`src/rtl/pwm_fade_ctrl.sv`:
```
// Breathing-profile threshold sequencer for an N-bit PWM; updates land on PWM period boundaries.
// Define PWM_FADE_ONESHOT_EN to stop in IDLE after one profile instead of looping.
module pwm_fade_ctrl #(
  parameter int unsigned THRESHOLD_NBITS  = 8,
  parameter int unsigned PERIODS_PER_STEP = 4,
  parameter int unsigned STEP             = 1,
  parameter int unsigned HOLD_STEPS       = 16
) (
  input  logic                       clk,
  input  logic                       rst,
  input  logic                       en,
  input  logic [THRESHOLD_NBITS-1:0] min_level,
  input  logic [THRESHOLD_NBITS-1:0] max_level,
  output logic [THRESHOLD_NBITS-1:0] threshold,
  output logic                       period_tick,
  output logic [2:0]                 phase,
  output logic                       cycle_done
);

  localparam int unsigned N      = THRESHOLD_NBITS;
  localparam int unsigned SCNT_W = (PERIODS_PER_STEP > 1) ? $clog2(PERIODS_PER_STEP) : 1;
  localparam int unsigned HOLD_W = (HOLD_STEPS > 1) ? $clog2(HOLD_STEPS) : 1;
  localparam int unsigned EXT_W  = N + 2;

  localparam logic [2:0] IDLE      = 3'd0;
  localparam logic [2:0] RAMP_UP   = 3'd1;
  localparam logic [2:0] HOLD_HIGH = 3'd2;
  localparam logic [2:0] RAMP_DOWN = 3'd3;
  localparam logic [2:0] HOLD_LOW  = 3'd4;

  logic [N-1:0]      pcnt_q, pcnt_d;
  logic [SCNT_W-1:0] scnt_q, scnt_d;
  logic [HOLD_W-1:0] hold_q, hold_d;
  logic [N-1:0]      thr_q, thr_d;
  logic [2:0]        phase_q, phase_d;
  logic              tick_q, tick_d;
  logic              done_q, done_d;

  logic                    step_tick_c;
  logic                    hold_last_c;
  logic                    bounds_ok_c;
  logic                    start_ok_c;
  logic [EXT_W-1:0]        up_sum_c;
  logic signed [EXT_W-1:0] dn_diff_c;
  logic                    up_hit_c;
  logic                    dn_hit_c;

`ifdef PWM_FADE_ONESHOT_EN
  logic armed_q, armed_d;
  assign start_ok_c = armed_q;
`else
  assign start_ok_c = 1'b1;
`endif

  // Arithmetic is widened so the step can never wrap past either rail.
  always_comb begin
    step_tick_c = tick_q && (scnt_q == SCNT_W'(PERIODS_PER_STEP - 1));
    hold_last_c = (hold_q == HOLD_W'(HOLD_STEPS - 1));
    bounds_ok_c = (max_level > min_level);
    up_sum_c    = EXT_W'(thr_q) + EXT_W'(STEP);
    dn_diff_c   = $signed(EXT_W'(thr_q)) - $signed(EXT_W'(STEP));
    up_hit_c    = (up_sum_c >= EXT_W'(max_level));
    dn_hit_c    = (dn_diff_c <= $signed(EXT_W'(min_level)));
  end

  always_comb begin
    pcnt_d  = pcnt_q + 1'b1;
    tick_d  = (pcnt_d == {N{1'b1}});
    scnt_d  = scnt_q;
    hold_d  = hold_q;
    thr_d   = thr_q;
    phase_d = phase_q;
    done_d  = 1'b0;
`ifdef PWM_FADE_ONESHOT_EN
    armed_d = armed_q;
    if (tick_q && !en) armed_d = 1'b1;
`endif

    if (phase_q == IDLE) begin
      scnt_d = '0;
    end else if (tick_q) begin
      scnt_d = step_tick_c ? '0 : SCNT_W'(scnt_q + 1'b1);
    end

    if (tick_q) begin
      if (phase_q == IDLE) begin
        thr_d = min_level;
        if (en && bounds_ok_c && start_ok_c) phase_d = RAMP_UP;
      end else if (!en || !bounds_ok_c) begin
        phase_d = IDLE;
        thr_d   = min_level;
      end else if (step_tick_c) begin
        case (phase_q)
          RAMP_UP: begin
            if (up_hit_c) begin
              thr_d   = max_level;
              phase_d = HOLD_HIGH;
              hold_d  = '0;
            end else begin
              thr_d = N'(up_sum_c);
            end
          end
          HOLD_HIGH: begin
            if (hold_last_c) phase_d = RAMP_DOWN;
            else             hold_d  = HOLD_W'(hold_q + 1'b1);
          end
          RAMP_DOWN: begin
            if (dn_hit_c) begin
              thr_d   = min_level;
              phase_d = HOLD_LOW;
              hold_d  = '0;
            end else begin
              thr_d = N'(dn_diff_c);
            end
          end
          HOLD_LOW: begin
            if (hold_last_c) begin
              done_d = 1'b1;
`ifdef PWM_FADE_ONESHOT_EN
              phase_d = IDLE;
              armed_d = 1'b0;
`else
              phase_d = RAMP_UP;
`endif
            end else begin
              hold_d = HOLD_W'(hold_q + 1'b1);
            end
          end
          default: phase_d = IDLE;
        endcase
      end
    end
  end

  always_ff @(posedge clk) begin
    if (rst) begin
      pcnt_q  <= '0;
      scnt_q  <= '0;
      hold_q  <= '0;
      thr_q   <= '0;
      phase_q <= IDLE;
      tick_q  <= 1'b0;
      done_q  <= 1'b0;
`ifdef PWM_FADE_ONESHOT_EN
      armed_q <= 1'b1;
`endif
    end else begin
      pcnt_q  <= pcnt_d;
      scnt_q  <= scnt_d;
      hold_q  <= hold_d;
      thr_q   <= thr_d;
      phase_q <= phase_d;
      tick_q  <= tick_d;
      done_q  <= done_d;
`ifdef PWM_FADE_ONESHOT_EN
      armed_q <= armed_d;
`endif
    end
  end

  assign threshold   = thr_q;
  assign period_tick = tick_q;
  assign phase       = phase_q;
  assign cycle_done  = done_q;

endmodule

```
`config.mk`:
```
export PLATFORM = sky130hd
export DESIGN_NAME = pwm_fade_ctrl
export DESIGN_NICKNAME = d
export VERILOG_FILES = /design/src/rtl/pwm_fade_ctrl.sv
export SDC_FILE = /design/constraint.sdc
export NUM_CORES = 1
export LEC_CHECK = 0
export CAP_MARGIN = 25
export CORE_ASPECT_RATIO = 0.75
export CORE_MARGIN = 1.5
export CORE_UTILIZATION = 35
export CTS_CLUSTER_DIAMETER = 30
export CTS_CLUSTER_SIZE = 20
export DETAILED_ROUTE_END_ITERATION = 8
export DONT_BUFFER_PORTS = 1
export PLACE_DENSITY_LB_ADDON = 0.1
export SLEW_MARGIN = 5
export SYNTH_ARGS = -nofsm -noshare
export SYNTH_HDL_FRONTEND = slang
export SYNTH_SLANG_ARGS = --single-unit
```
`constraint.sdc`:
```
create_clock -name clk -period 3.8 [get_ports clk]
set_clock_uncertainty 0.15 [all_clocks]
set_input_delay 0.38 -clock clk [delete_from_list [all_inputs] [get_ports clk]]
set_output_delay 0.38 -clock clk [all_outputs]
set_load 0.01 [all_outputs]
```
==> metrics.txt <==
Layout Utilization 38.09%; Detailed Routing Iterations Pass 1 4; Min-Delay Path Class in2reg; Initial DRC Count 161; final WL ~7000 µm; post-synth top area share 22.11%; area leader, netlist dfxtp_1; startpoint types register; Multi-input gate area around 1700 µm²; min-delay src rst; clock sinks 27; PortBufs 0; Post-CTS Setup Inserts 0; vias in the first global route 1927; Combinational Power Share 11.6%; Netlist cell types 58; global-route wire length before repair ~11000 µm; status finished clean; CTS max path bufs 2; max-slew violations 0; Die Ht 75.38 µm; Max Cap Viol 0; Slew @ Worst Pin 0.8860 ns; area of the mapped netlist ~2400 µm²; Resize count post-CTS 0; area delta synth->final 5.936%; R2R depth 13; Post-DRT Antenna Nets 0; Critical Path End Type register; Synthesized Nets 362; r2r startpoint threshold[0]; CP required 3.88 ns; final std cells w/o fill 395; Die X 99.51 µm; VDD IR max between 0.1 and 0.15 mV; RSZ-0062 raised after global routing no; most common cell in the netlist ha_1; fraction of layout instances using a drive strength above 1 6.109%; fraction of the cycle the final worst path needs approximately nine tenths; fraction of registers with async set/reset 0%; grt ovf 0; routed via count 2238; routed length per instance 17.37 µm; final worst path period need 3.470 ns; clock share of power between 30 and 40%; Slew headroom 40.81%; hpwl dp 5331 µm; CTS tree done; main flop type after synthesis dfxtp_1; ranking of synthesized cells by instance count ha_1 (30), dfxtp_1 (27), inv_1 (27), nor2_1 (27), nand2_1 (23); CTS root buf clkbuf_8; WS Path Type reg2reg; placed cell areas 2505 µm²; crit path DAT 3.55 ns; Post-synth EDFFs 0; Seq cells post-synth 27; P_sw roughly 0.00014 W; gr usage total 18.45%; Worst R2R Setup Slack 0.33 ns; Pint approximately 0.00039 W; Seq/Total Area, Yosys 22.11%; sequential share of power 55.2%; io pins 32; critical-path maximum fanout 16; Num CTS Buffers 3; initial antenna violation count 0; Hold Crit Depth 1; yosys warns 0; Nets 361; setup TNS 0 ns; Hold Path Sink hold_q[0]; Skew-Pair Late Insertion Delay 0.28 ns; Antenna Cells 0; f_max 288.2 MHz; Final GP Congestion 0.8291; CTS HTree Levels 1; sequential cell area 540.5 µm²; # DRC 0; row count 26; cts hold-fix bufs 1; core area 6799 µm²; Setup-failing EPs final 0; largest net degree at the start of global routing 21; final instance area approximately 2600 µm²; cell count after placement 387; Initial Util 35.96%; Leak 0.9851 nW; switching share of total power 26.37%; endpoints failing hold 0; Gate Count Post-Synth approximately 310; Die ar. 7501 µm²; Power Density 202.4 nW/µm²; Post-Syn Area per Cell about 8 µm²; FILL cells 694; largest cells by area after synthesis dfxtp_1 (22%), ha_1 (15%), xor2_1 (4.3%); Worst-path clk slew ~0.10 ns; drt via density 5.666; worst r2r dst threshold[2]
-- worst max path at each step --
stage / startpoint / endpoint / slack, ns
after floorplan: threshold[2] / threshold[6] / 0.83
after global placement: threshold[0] / threshold[2] / 0.53
after detailed placement: threshold[0] / threshold[2] / 0.42
after CTS: threshold[0] / threshold[2] / 0.38
after global routing: threshold[2] / threshold[2] / 0.0006
final: threshold[0] / threshold[2] / 0.33
-- registers in the layout, indices dropped and copies added, names as in the netlist --
register,count
pcnt_q,8
threshold,8
hold_q,4
phase,3
scnt_q,2
cycle_done,1
period_tick,1
-- per-layer routing --
| layer | share of wire, % | vias up | GRT usage, % |
|---|---|---|---|
| met5 | 0 | - | 0 |
| met4 | 0.67 | 0 | 3.912 |
| met3 | 7.1 | 4 | 3.578 |
| met2 | 37 | 59 | 23.14 |
| met1 | 55 | 1026 | 30.74 |
| li1 | - | 1149 | - |
-- per-stage QoR --
step / total power (W) / setup WS (ns) / hold slack [ns]
after detailed placement: 0.0003514 / 0.4195 / 0.3021
after global routing: 0.0005473 / 0.0006111 / 0.003499
after CTS: 0.0005243 / 0.3818 / 0.002538
after floorplan: 0.0003412 / 0.8337 / 0.3005
final: 0.0005243 / 0.3301 / 0.01164
after global placement: 0.0003515 / 0.5289 / 0.3009
-- kinds of logic after synthesis --
group / Yosys count / share of synthesized area (%)
AND/OR/NAND/NOR: 113 / 24.72
AO/OA/AOI/OAI: 78 / 21.96
buffers and inverters: 43 / 7.830
adder cells (fa/ha/maj): 30 / 15.35
flip-flops: 27 / 22.11
XOR/XNOR: 19 / 6.807
multiplexers: 3 / 1.228
-- power groups by stage --
stage	logic [W]	clock network (W)	registers [W]
5_1_grt	0.0000709	0.000186	0.000290
4_1_cts	0.0000569	0.000178	0.000289
3_5_place_dp	0.0000554	0	0.000296
3_3_place_gp	0.0000556	0	0.000296
2_1_floorplan	0.0000463	0	0.000295
6_report	0.0000609	0.000174	0.000290
-- worst max-delay path, cell delays in order, from the launching register on --
cell and delay (ns):
dfxtp_1 0.62, inv_1 0.12, ha_1 0.27, nand2_1 0.09, xnor2_1 0.16, ha_1 0.31
a2111oi_0 0.46, nand2_1 0.10, a31oi_1 0.30, nor3b_2 0.08, buf_4 0.21, nand2b_1 0.18
a41oi_1 0.23, a22o_1 0.15
-- cell usage in the layout (no fill, tap or decap), types with 3 or more instances in the layout --
cell type | Yosys | routed
ha_1 | 30 | 30
inv_1 | 27 | 27
nor2_1 | 27 | 27
dfxtp_1 | 27 | 27
nand2_1 | 23 | 23
a21oi_1 | 20 | 20
nand3_1 | 16 | 16
xor2_1 | 12 | 12
o21ai_0 | 11 | 11
o211ai_1 | 8 | 8
nor3_1 | 7 | 7
xnor2_1 | 7 | 7
nand4_1 | 7 | 7
a22oi_1 | 7 | 7
buf_4 | 4 | 6
nand2b_1 | 5 | 5
o2111ai_1 | 5 | 5
nor4_1 | 4 | 4
nor2b_1 | 4 | 4
dlygate4sd3_1 | 0 | 4
mux2i_1 | 3 | 3
a31oi_1 | 3 | 3
o21a_1 | 3 | 3
and3_1 | 3 | 3
clkbuf_8 | 0 | 3
-- final cells by class --
class,count,share of cell area (%)
Clock buffer,4,1.739
Inverter,27,3.913
Multi-Input combinational cell,243,66.14
Sequential cell,27,20.87
Tap cell,84,4.058
Timing Repair Buffer,10,3.285
(Power assumes the default switching activity.)
==> edit: new RTL, config.mk and constraints unchanged <==
`HOLD_STEPS`: 16 -> 32.
--- a/src/rtl/pwm_fade_ctrl.sv
+++ b/src/rtl/pwm_fade_ctrl.sv
@@ -6,3 +6,3 @@
   parameter int unsigned STEP             = 1,
-  parameter int unsigned HOLD_STEPS       = 16
+  parameter int unsigned HOLD_STEPS       = 32
 ) (
Formal check against the unedited RTL: same outputs for any inputs over 10 cycles, from zero or initial values and one cycle with rst high; that may be too few to reach the edited logic, so the function may still have changed.
==> edit against the original RTL <==
Routed wire length decreased by 2.8%; first-iteration DRC count decreased by 45%; design area increased by 5.6%; area after synthesis increased by 4.7%; cell count increased by 5.1%; sequential power increased by 3%; global-route usage decreased by 0.47 points; worst setup slack got worse by 0.023 ns; power increased by 4.1%; sequential cell count increased by 1; critical path type unchanged; maximum frequency decreased by 0.67%.
==> edit: results (changes against the original RTL) <==
[placed_design]
gp_congestion = 0.836  ; +0.80%
dpl_cell_area_um2 = 2670  ; +6.5%
place_hpwl_mm = 5.33  ; about the same

[final_layout]
nets = 368  ; +1.9%
nFillCells = 727  ; +4.8%
layout-drive-gt1-share = 0.0915  ; +0.0304

[synth]
ys_top_cells_by_count = ha_1 (31), a21oi_1 (28), dfxtp_1 (28)
syn-num-nets = 368  ; +1.7%
synth_cell_types = 57  ; -1.7%
ys_seq_area_frac = 0.219  ; -0.00201

[pwr]
ir_worst_vdd_uv = 147  ; -0.28%
p_leak_nw = 1.15  ; +17%
netSwitchingPower_uw = 131  ; -5.0%

[global_route]
grt_pass1_wl_mm = 11.2  ; +4.7%
grt_max_degree = 29  ; +38%
first_global_vias = 2110  ; +9.5%
met3_usage = 0.0438  ; +0.00798
met1_usage = 0.284  ; -0.0237

[detailed_routing]
routed_wirelength_mm = 6.67  ; -2.8%
dr_wl_met3_um = 421  ; -13%
met2_length_mm = 2.60  ; +2.9%

[setup_path]
path_max_fanout = 9  ; -7
reg2reg_to = threshold[7]

[min_path]
min_to = pcnt_q[2]

[timing]
holdWs_ns = 0.0140  ; +0.00241 ns

[status]
status = finished clean

edit: changes by cell type after synthesis, moves of 3 or more:
| cell | unedited run | this run |
|---|---|---|
| o21ai_1 | 0 | 5 |
| nor3_1 | 7 | 14 |
| nor2_1 | 27 | 24 |
| mux2_2 | 0 | 5 |
| a21o_1 | 0 | 4 |
| mux2i_1 | 3 | 14 |
| nand2_1 | 23 | 12 |
| a22oi_1 | 7 | 0 |
| o211ai_1 | 8 | 3 |
| a21oi_1 | 20 | 28 |
| and3_1 | 3 | 6 |
| inv_1 | 27 | 24 |
| o2111ai_1 | 5 | 0 |
| a32oi_1 | 0 | 3 |
edit: final cells by class:
class,instances,area [µm²],share of cell area
clock buffer,4,55.1,0.0201
inverter,24,90.1,0.0330
tap,98,123,0.0449
multi-input combinational,252,1840,0.671
sequential,28,561,0.205
timing repair buffer,9,70.1,0.0256
edit: logic make-up (layout without fill, tap and decap cells):
logic type | count (synthesis) | after routing | share of synthesized area
AO/OA/AOI/OAI | 74 | 74 | 0.185
buffers and inverters | 38 | 37 | 0.0641
multiplexers | 20 | 20 | 0.0826
XOR/XNOR | 17 | 17 | 0.0582
adder cells (fa/ha/maj) | 32 | 32 | 0.156
flip-flops | 28 | 28 | 0.219
AND/OR/NAND/NOR | 109 | 109 | 0.235
edit: power by group through the flow:
stage | clock network (mW) | registers [mW] | logic (mW)
final | 0.185 | 0.299 | 0.0615
after global routing | 0.204 | 0.300 | 0.0732
after CTS | 0.196 | 0.299 | 0.0600
after detailed placement | 0 | 0.306 | 0.0595
after global placement | 0 | 0.306 | 0.0596
after floorplan | 0 | 0.305 | 0.0501
edit: worst max-delay path, stage by stage, from the launching register on:
cell      delay [ns]
dfxtp_1         0.34
buf_4           0.18
ha_1            0.20
and3_1          0.28
nand3_1         0.12
xnor2_1         0.26
ha_1            0.31
a21oi_1         0.13
a21boi_0        0.18
nor3_4          0.41
and2_2          0.34
a21oi_1         0.11
mux2_4          0.28
o21ai_2         0.12
edit: metrics by stage:
step | util | cells | worst slack [ns]
floorplan | - | 318 | 0.820
global placement | 0.385 | 410 | 0.229
detailed placement | 0.385 | 410 | 0.298
CTS | 0.393 | 414 | 0.231
global route | 0.395 | 415 | 0.0362
finish | 0.395 | 415 | 0.307
edit: timing repair:
item,4_1_cts,5_1_grt
endpoints found under the setup margin,0,4
gates resized for setup,0,1
hold buffers,0,1
hold endpoints to repair,0,3
edit: worst max path at each step:
stage	start	to	slack [ns]	cells past startpoint
2_1_floorplan	threshold[2]	threshold[2]	0.82	13
3_3_place_gp	threshold[0]	threshold[7]	0.23	13
3_5_place_dp	threshold[0]	threshold[7]	0.30	13
4_1_cts	threshold[0]	threshold[7]	0.23	13
5_1_grt	threshold[1]	hold_q[4]	0.04	13
6_report	threshold[0]	threshold[7]	0.31	13
